**config.mk**
```make
export PLATFORM = sky130hd
export DESIGN_NAME = time_set_ctrl
export DESIGN_NICKNAME = d
export VERILOG_FILES = /design/src/rtl/time_set_ctrl.sv
export SDC_FILE = /design/constraint.sdc
export NUM_CORES = 1
export LEC_CHECK = 0
export CORE_UTILIZATION = 40
export CTS_BUF_LIST = sky130_fd_sc_hd__clkbuf_2
export DETAILED_ROUTE_END_ITERATION = 8
export PLACE_DENSITY_LB_ADDON = 0.1
export SETUP_SLACK_MARGIN = 0.02
export SLEW_MARGIN = 20
export SYNTH_ARGS = -nofsm -noshare
export SYNTH_HDL_FRONTEND = slang
export SYNTH_SLANG_ARGS = --single-unit
export TNS_END_PERCENT = 30
```
**constraint.sdc**
```tcl
create_clock -name Clk -period 2.4 [get_ports Clk]
set_input_delay 0.36 -clock Clk [delete_from_list [all_inputs] [get_ports Clk]]
set_output_delay 0.36 -clock Clk [all_outputs]
set_load 0.01 [all_outputs]
```
**src/rtl/time_set_ctrl.sv**
```systemverilog
// time_set_ctrl: button-driven editor for the clock's hour/minute/second
// counter and the 16-bit alarm register. Fields are edited in BCD, time
// fields are pushed to the counter with one-cycle SET/SETDATA strobes, and
// the counter is held (EN=0) while a time field is being edited.
module time_set_ctrl #(
    parameter logic [15:0] ALERT_INIT = 16'h0700,
    parameter int          TIMEOUT    = 10000
) (
    input  logic        Clk,
    input  logic        RST,
    input  logic        BtnMode,
    input  logic        BtnInc,
    input  logic        BtnDec,
    input  logic [7:0]  CurHours,
    input  logic [7:0]  CurMinutes,
    input  logic [7:0]  CurSeconds,
    output logic [1:0]  SET,
    output logic [7:0]  SETDATA,
    output logic        EN,
    output logic [15:0] Alert,
    output logic [7:0]  EditData,
    output logic [2:0]  EditField
);

    localparam int CW = $clog2(TIMEOUT + 1);

    // Encoding doubles as the EditField display value.
    typedef enum logic [2:0] {
        S_RUN   = 3'd0,
        S_HOUR  = 3'd1,
        S_MIN   = 3'd2,
        S_SEC   = 3'd3,
        S_AHOUR = 3'd4,
        S_AMIN  = 3'd5
    } state_t;

    state_t        state_q, state_d;
    logic [7:0]    edit_q, edit_d;
    logic [1:0]    set_q, set_d;
    logic [7:0]    setdata_q, setdata_d;
    logic          en_q, en_d;
    logic [15:0]   alert_q, alert_d;
    logic [CW-1:0] cnt_q, cnt_d;
    logic [2:0]    prev_q, prev_d;   // {mode, inc, dec} from the previous cycle

    logic mode_e, inc_e, dec_e;
    logic [7:0] fmax;

    // Sources outside the legal range for the field start the edit at 00.
    function automatic logic [7:0] bcd_load(input logic [7:0] v, input logic [7:0] mx);
        if (v[7:4] > 4'd9 || v[3:0] > 4'd9 || v > mx)
            return 8'h00;
        return v;
    endfunction

    function automatic logic [7:0] bcd_inc(input logic [7:0] v, input logic [7:0] mx);
        if (v == mx)          return 8'h00;
        if (v[3:0] == 4'd9)   return {v[7:4] + 4'd1, 4'd0};
        return {v[7:4], v[3:0] + 4'd1};
    endfunction

    function automatic logic [7:0] bcd_dec(input logic [7:0] v, input logic [7:0] mx);
        if (v == 8'h00)       return mx;
        if (v[3:0] == 4'd0)   return {v[7:4] - 4'd1, 4'd9};
        return {v[7:4], v[3:0] - 4'd1};
    endfunction

    assign mode_e = BtnMode & ~prev_q[2];
    assign inc_e  = BtnInc  & ~prev_q[1];
    assign dec_e  = BtnDec  & ~prev_q[0];
    assign fmax   = (state_q == S_HOUR || state_q == S_AHOUR) ? 8'h23 : 8'h59;

    // Next-state: Mode commits/advances, then Inc/Dec, then idle timeout.
    always_comb begin
        state_d   = state_q;
        edit_d    = edit_q;
        set_d     = 2'b00;
        setdata_d = 8'h00;
        en_d      = en_q;
        alert_d   = alert_q;
        cnt_d     = cnt_q;
        prev_d    = {BtnMode, BtnInc, BtnDec};

        if (state_q == S_RUN) begin
            if (mode_e) begin
                state_d = S_HOUR;
                edit_d  = bcd_load(CurHours, 8'h23);
                en_d    = 1'b0;
                cnt_d   = '0;
            end
        end else if (mode_e) begin
            cnt_d = '0;
            unique case (state_q)
                S_HOUR: begin
                    set_d     = 2'b01;
                    setdata_d = edit_q;
                    state_d   = S_MIN;
                    edit_d    = bcd_load(CurMinutes, 8'h59);
                    en_d      = 1'b0;
                end
                S_MIN: begin
                    set_d     = 2'b10;
                    setdata_d = edit_q;
                    state_d   = S_SEC;
                    edit_d    = bcd_load(CurSeconds, 8'h59);
                    en_d      = 1'b0;
                end
                S_SEC: begin
                    set_d     = 2'b11;
                    setdata_d = edit_q;
                    state_d   = S_AHOUR;
                    edit_d    = bcd_load(alert_q[15:8], 8'h23);
                    en_d      = 1'b1;
                end
                S_AHOUR: begin
                    alert_d[15:8] = edit_q;
                    state_d       = S_AMIN;
                    edit_d        = bcd_load(alert_q[7:0], 8'h59);
                    en_d          = 1'b1;
                end
                default: begin
                    // S_AMIN commit, and recovery from unused encodings
                    if (state_q == S_AMIN)
                        alert_d[7:0] = edit_q;
                    state_d = S_RUN;
                    edit_d  = 8'h00;
                    en_d    = 1'b1;
                end
            endcase
        end else if (inc_e || dec_e) begin
            cnt_d = '0;
            if (inc_e && !dec_e)
                edit_d = bcd_inc(edit_q, fmax);
            else if (dec_e && !inc_e)
                edit_d = bcd_dec(edit_q, fmax);
        end else if (cnt_q == CW'(TIMEOUT - 1)) begin
            // Abandon the current field without committing it.
            state_d = S_RUN;
            edit_d  = 8'h00;
            en_d    = 1'b1;
            cnt_d   = '0;
        end else begin
            cnt_d = cnt_q + CW'(1);
        end
    end

    // State and registered outputs; button history loads 1 so held buttons don't fire.
    always_ff @(posedge Clk) begin
        if (RST) begin
            state_q   <= S_RUN;
            edit_q    <= 8'h00;
            set_q     <= 2'b00;
            setdata_q <= 8'h00;
            en_q      <= 1'b1;
            alert_q   <= ALERT_INIT;
            cnt_q     <= '0;
            prev_q    <= 3'b111;
        end else begin
            state_q   <= state_d;
            edit_q    <= edit_d;
            set_q     <= set_d;
            setdata_q <= setdata_d;
            en_q      <= en_d;
            alert_q   <= alert_d;
            cnt_q     <= cnt_d;
            prev_q    <= prev_d;
        end
    end

    assign SET       = set_q;
    assign SETDATA   = setdata_q;
    assign EN        = en_q;
    assign Alert     = alert_q;
    assign EditData  = edit_q;
    assign EditField = state_q;

endmodule
```
# After elaboration in Yosys (flattened, before gate mapping)
# Index checks and enable logic that the tools add are counted.
[totals] regBits=55 inputBits=29 output_inout_bits=38
[classes] n_addsub=5 magnitude_cmp=15 eq_ne=13 mux=88 bitwise_logic=10 n_reduce_logical=31
[ops] cell="$mux 8" n=25
[ops] cell="$mux 14" n=5
[ops] cell="$mux 1" n=49
[ops] cell="$gt 4x4->1 const B" n=10
[ops] cell="$pmux 8 s4" n=1
[ops] cell="$gt 8x7->1 const B" n=3
[ops] cell="$gt 8x6->1 const B" n=2
[ops] cell="$mux 3" n=5
[ops] cell="$add 14x1->14 const B" n=1
[ops] cell="$eq 14x14->1 const B" n=1
[ops] cell="$logic_or 1x1->1" n=12
[ops] cell="$pmux 3 s4" n=1
[ops] cell="$reduce_and 3->1" n=3
[ops] cell="$add 4x1->4 const B" n=2
[ops] cell="$eq 8x7->1" n=1
[ops] cell="$logic_not 8->1" n=1
[ops] cell="$reduce_or 4->1" n=2
[ops] cell="$sub 4x1->4 const B" n=2
[ops] cell="$mux 7" n=1
[ops] cell="$not 1->1" n=7
[ops] cell="$eq 3x2->1 const B" n=2
[ops] cell="$eq 3x3->1 const B" n=2
[ops] cell="$pmux 2 s3" n=1
[ops] cell="$reduce_or 3->1" n=2
[ops] cell="other kinds (16)" n=21

# Depth between registers and ports, before layout
[depth] ltp_word=22 depth_mapped=9 depth_no_buf=9

# Worst setup path before layout
# Ideal clock, no wire load.
[synth_path] kind="register to register" from="reg edit_q[5] (netlist: EditData[5])" to="reg edit_q[4] (netlist: EditData[4])" setup_time_ns=0.117 t_arrival_ns=2.080 t_required_ns=2.283 setup_slack_ns=0.203 path_stages_with_launch=9 path_cell_list="dfxtp_1 buf_4 inv_1 ha_1 or3b_1 nor3_1 a2111oi_0 a2111o_1 a32o_1"
[synth_via] elab_chain_len=13
[synth_lines] element="start: declaration" line="38" text="logic [7:0] edit_q, edit_d;"
[synth_lines] element="start signal: assignment" line="160" text="edit_q <= edit_d;"
[synth_lines] element="$logic_not 8->1" line="63" text="if (v == 8'h00) return mx;"
[synth_lines] element="$mux 1" line="63"
[synth_lines] element="$mux 1" line="134" text="else if (dec_e && !inc_e)"
[synth_lines] element="$mux 1" line="132" text="if (inc_e && !dec_e)"
[synth_lines] element="$mux 1" line="130" text="end else if (inc_e || dec_e) begin"
[synth_lines] element="$mux 1" line="91" text="end else if (mode_e) begin"
[synth_lines] element="$mux 1" line="84" text="if (state_q == S_RUN) begin"
[synth_lines] element="$mux 8" line="64" text="if (v[3:0] == 4'd0) return {v[7:4] - 4'd1, 4'd9};"
[synth_lines] element="$mux 8" line="134"
[synth_lines] element="$mux 8" line="132"
[synth_lines] element="$mux 8" line="130"
[synth_lines] element="$mux 8" line="91"
[synth_lines] element="$mux 8" line="84"
# Several ways; a longest one is shown, not always the timed one. The select of a mux whose other input is x is not followed.
# A chain may end at the register's enable or synchronous reset.

# Final worst setup path
[layout_path] from="reg edit_q[3] (netlist: EditData[3])" to="reg edit_q[2] (netlist: EditData[2])"
[layout_via] elab_chain_len=15
[layout_lines] element="$logic_not 4->1" line="64"
[layout_lines] element="$mux 1 (2 in a row)" line="64"
[layout_lines] element="$mux 1" line="134"
[layout_lines] element="$mux 1" line="132"
[layout_lines] element="$mux 1" line="130"
[layout_lines] element="$mux 1" line="91"
[layout_lines] element="$mux 1" line="84"
[layout_lines] element="$mux 8" line="65" text="return {v[7:4], v[3:0] - 4'd1};"
[layout_lines] element="$mux 8" line="64"
[layout_lines] element="$mux 8" line="134"
[layout_lines] element="$mux 8 *" line="132"
[layout_lines] element="$mux 8 *" line="130"
[layout_lines] element="$mux 8 *" line="91"
[layout_lines] element="$mux 8 *" line="84"
# Mark *: on every way between the ends. The rest lies on a longest branch, timed or not. The select of a mux whose other input is x is not followed.

==> qor.yml <==
cts:
  cts_made_buffers: 5
  htreeDepth: 2
  clk_pin_slew_ps: 310
  clock-sinks: 55
  cts_tree: "built"
  clockBufferDepth: 2
  root_buffer: "clkbuf_2"
  clkLatencyLatePin_ps: 480
grt:
  antenna_found_initial: 0
  grt.total_usage_pct: 23.9
  grt_pass1_wl_mm: 15.9
  grt_start_max_net_pins: 38
  grt_pass1_vias: 3142
  grt_overflow: 0
pwr:
  switchingPower_mw: 0.476
  powerDensity_nw_per_um2: 419
  combPwrFrac_pct: 15.6
  finalPower_mw: 1.82
  seqPwrFrac_pct: 51.4
  p_leak_nw: 1.58
  p_int_mw: 1.34
  ir_worst_vdd_uv: 241
  swShare_pct: 26.2
  pwr-share-clk_pct: 33.0
sta:
  timing.final.crit_share_pct: 94.2
  fin_setup_tns_ps: 0
  fmax_mhz: 443
  finalMaxSlewViolations: 0
  slew_headroom_pct: 50.1
  hold_viol_final: 0
  skew_ps: 27.1
  setup_viol: 0
  grt_setup_unrepaired: "yes"
  period_needed_ps: 2260
  tightest_slew_ps: 748
  holdWs_ps: 440
cells_and_area:
  areaGrowthSynthToFinish_pct: 32.4
  multiInputGateArea_sq_um: 1990
  final_cell_mix: "65 x clkdlybuf4s50_1, 53 x dfxtp_1, 49 x nor2_1"
  nets: 527
  mostFrequentLayoutCell: "clkdlybuf4s50_1"
  diodes: 0
  register_area_sq_um: 1100
  drive_gt1_share_pct: 15.5
  fillers: 760
  stdcell_count: 593
synthesis:
  synth_edf_count: 0
  ys_seq_area_share_pct: 33.6
  yosys.area.top_type: "dfxtp_1"
  avgSynthCellArea_sq_um: 8.18
  synthTopCellsByArea: "dfxtp_1 34%, nor2_1 5.6%, mux2i_1 4.3%, a21oi_1 3.2%, ha_1 3.1%"
  synth_xor_area_share_pct: 1.87
  synth-compound-area-share_pct: 19.0
  synthSimpleGateAreaFrac_pct: 32.0
  syn_nets: 437
  synthesis.instances: 400
  yosysUniqueCellTypes: 65
  synthMuxAreaShare_pct: 4.28
  synth_flop_cell: "dfxtp_1"
  synth.cell_area_sq_um: 3270
  synthAdderAreaFrac_pct: 3.06
  yosys.area.top_type_share_pct: 33.6
  synth_top_family_by_area: "simple AND/OR/NAND/NOR gates"
  yosysWarnings: 0
  synthArstFlopShare_pct: 0
  ys_seq_elements: 55
critical_path:
  max_stage_delay_ps: 530
  setup.worst_path.start_class: "flop"
  critPathBufInv: 0
  crit_chain: "or4_1, or4_1, and4_4, a2111oi_0, a2111oi_0"
  cp-end-kind: "flop"
  cp_max_fo: 5
  rrSetupSlack_ps: 140
  critical_path_class: "reg -> reg"
  required_ps: 2780
  cp_slowest_cell: "or4_1"
  cp_data_arrival_time_ps: 2630
  cpLargestDelayFamily: "simple AND/OR/NAND/NOR gates"
route:
  viasPerCell: 5.68
  drtPass1Iterations: 5
  vias: 3369
  drt-initial-drc-count: 168
  wl_per_cell_um: 17.0
  drtAntennaViolNets: 0
  wirelength_mm: 10.1
  drc: 0
die:
  fp.dieH_um: 92.5
  num_io_pins: 67
  rows: 32
  die_area_sq_um: 8550
  chipWidth_um: 92.5
  core-area_sq_um: 7810
  initial_core_util_pct: 41.9
place:
  io_buffers: 66
  routabilityCongestion: 0.888
  dp_hpwl_mm: 7.65
  dp.cells: 585
outcome:
  status: "complete, no violations"
flow_run:
  maxCapViolations: 0
min_path:
  hp-class: "in -> reg"
==> area by class of cell <==
class	count	area share [%]
clock inverter	3	1.56
timing repair buffer	110	22.7
tap	102	2.94
multi-input combinational	309	45.9
clock buffer	5	0.577
inverter	9	0.779
sequential	55	25.5
==> final timing paths <==
kind               startpoint            to  cells after the start
setup / recovery  EditData[3]   EditData[2]                      5
hold / removal            RST  EditField[0]                      2
setup reg to reg  EditData[3]   EditData[2]                      5
hold reg to reg   EditData[0]    SETDATA[0]                      2
==> per-stage QoR <==
| step | setup WS [ps] | instance area (sq um) | utilization, % |
|---|---|---|---|
| final | 140 | 4330 | 55.5 |
| after global routing | 14.1 | 4330 | 55.5 |
| after detailed placement | -138 | 4220 | 54.0 |
| after global placement | -22.0 | 4220 | 54.0 |
| after floorplan | 203 | 3270 | - |
| after CTS | 25.9 | 4310 | 55.2 |
==> sequential cells by signal, summed over array words and instances (netlist names) <==
name	flops
prev_q	3
SETDATA	8
Alert	16
EditData	8
EN	1
EditField	3
SET	2
cnt_q	14
==> power groups by stage <==
stage / Sequential [mW] / Combinational (mW) / Clock [mW]
after floorplan: 0.950 / 0.145 / 0
after global placement: 0.949 / 0.276 / 0
after detailed placement: 0.949 / 0.280 / 0
after CTS: 0.934 / 0.281 / 0.610
after global routing: 0.936 / 0.310 / 0.642
final: 0.934 / 0.284 / 0.599
==> synth_stat cells (all sizes together) (4+ instances only) <==
library cell and number:
nor3b 5, and2 9, buf 11, o21ai 15, a211oi 8, dfxtp 55, a31oi 5, clkbuf 15
ha 8, a22oi 4, nor3 16, o211ai 5, mux2i 14, nand3 18, nor4 9, and3 9
xnor2 4, nor2 51, or3b 4, a21oi 21, nor4b 4, nand2 26, nor2b 9, a32o 4
inv 9, nand2b 6, a2111oi 5, or3 5
==> repair_timing <==
| item | in CTS | in global routing |
|---|---|---|
| setup buffers | 0 | 0 |
| setup endpoints to repair | 0 | 4 |
| resized for setup | 0 | 7 |
| hold buffers | 0 | 0 |
==> cells by family (layout without fill, tap and decap cells) <==
logic type | Yosys count | after routing
and+or+nand+nor | 190 | 190
AOI/OAI and AO/OA | 90 | 90
DFF | 55 | 55
buffers and inverters | 36 | 127
muxes | 14 | 14
adders and majority gates | 8 | 8
xor gates and xnor gates | 7 | 7
==> layer usage <==
metal  GRT usage, %  vias up  part of all wire, %
li1               -     1647                    -
met1           32.8     1607                   47
met2           38.4      102                   46
met3           3.78       13                  5.2
met4           7.29        0                  2.0
met5              0        -                    0
(Power assumes the default switching activity.)
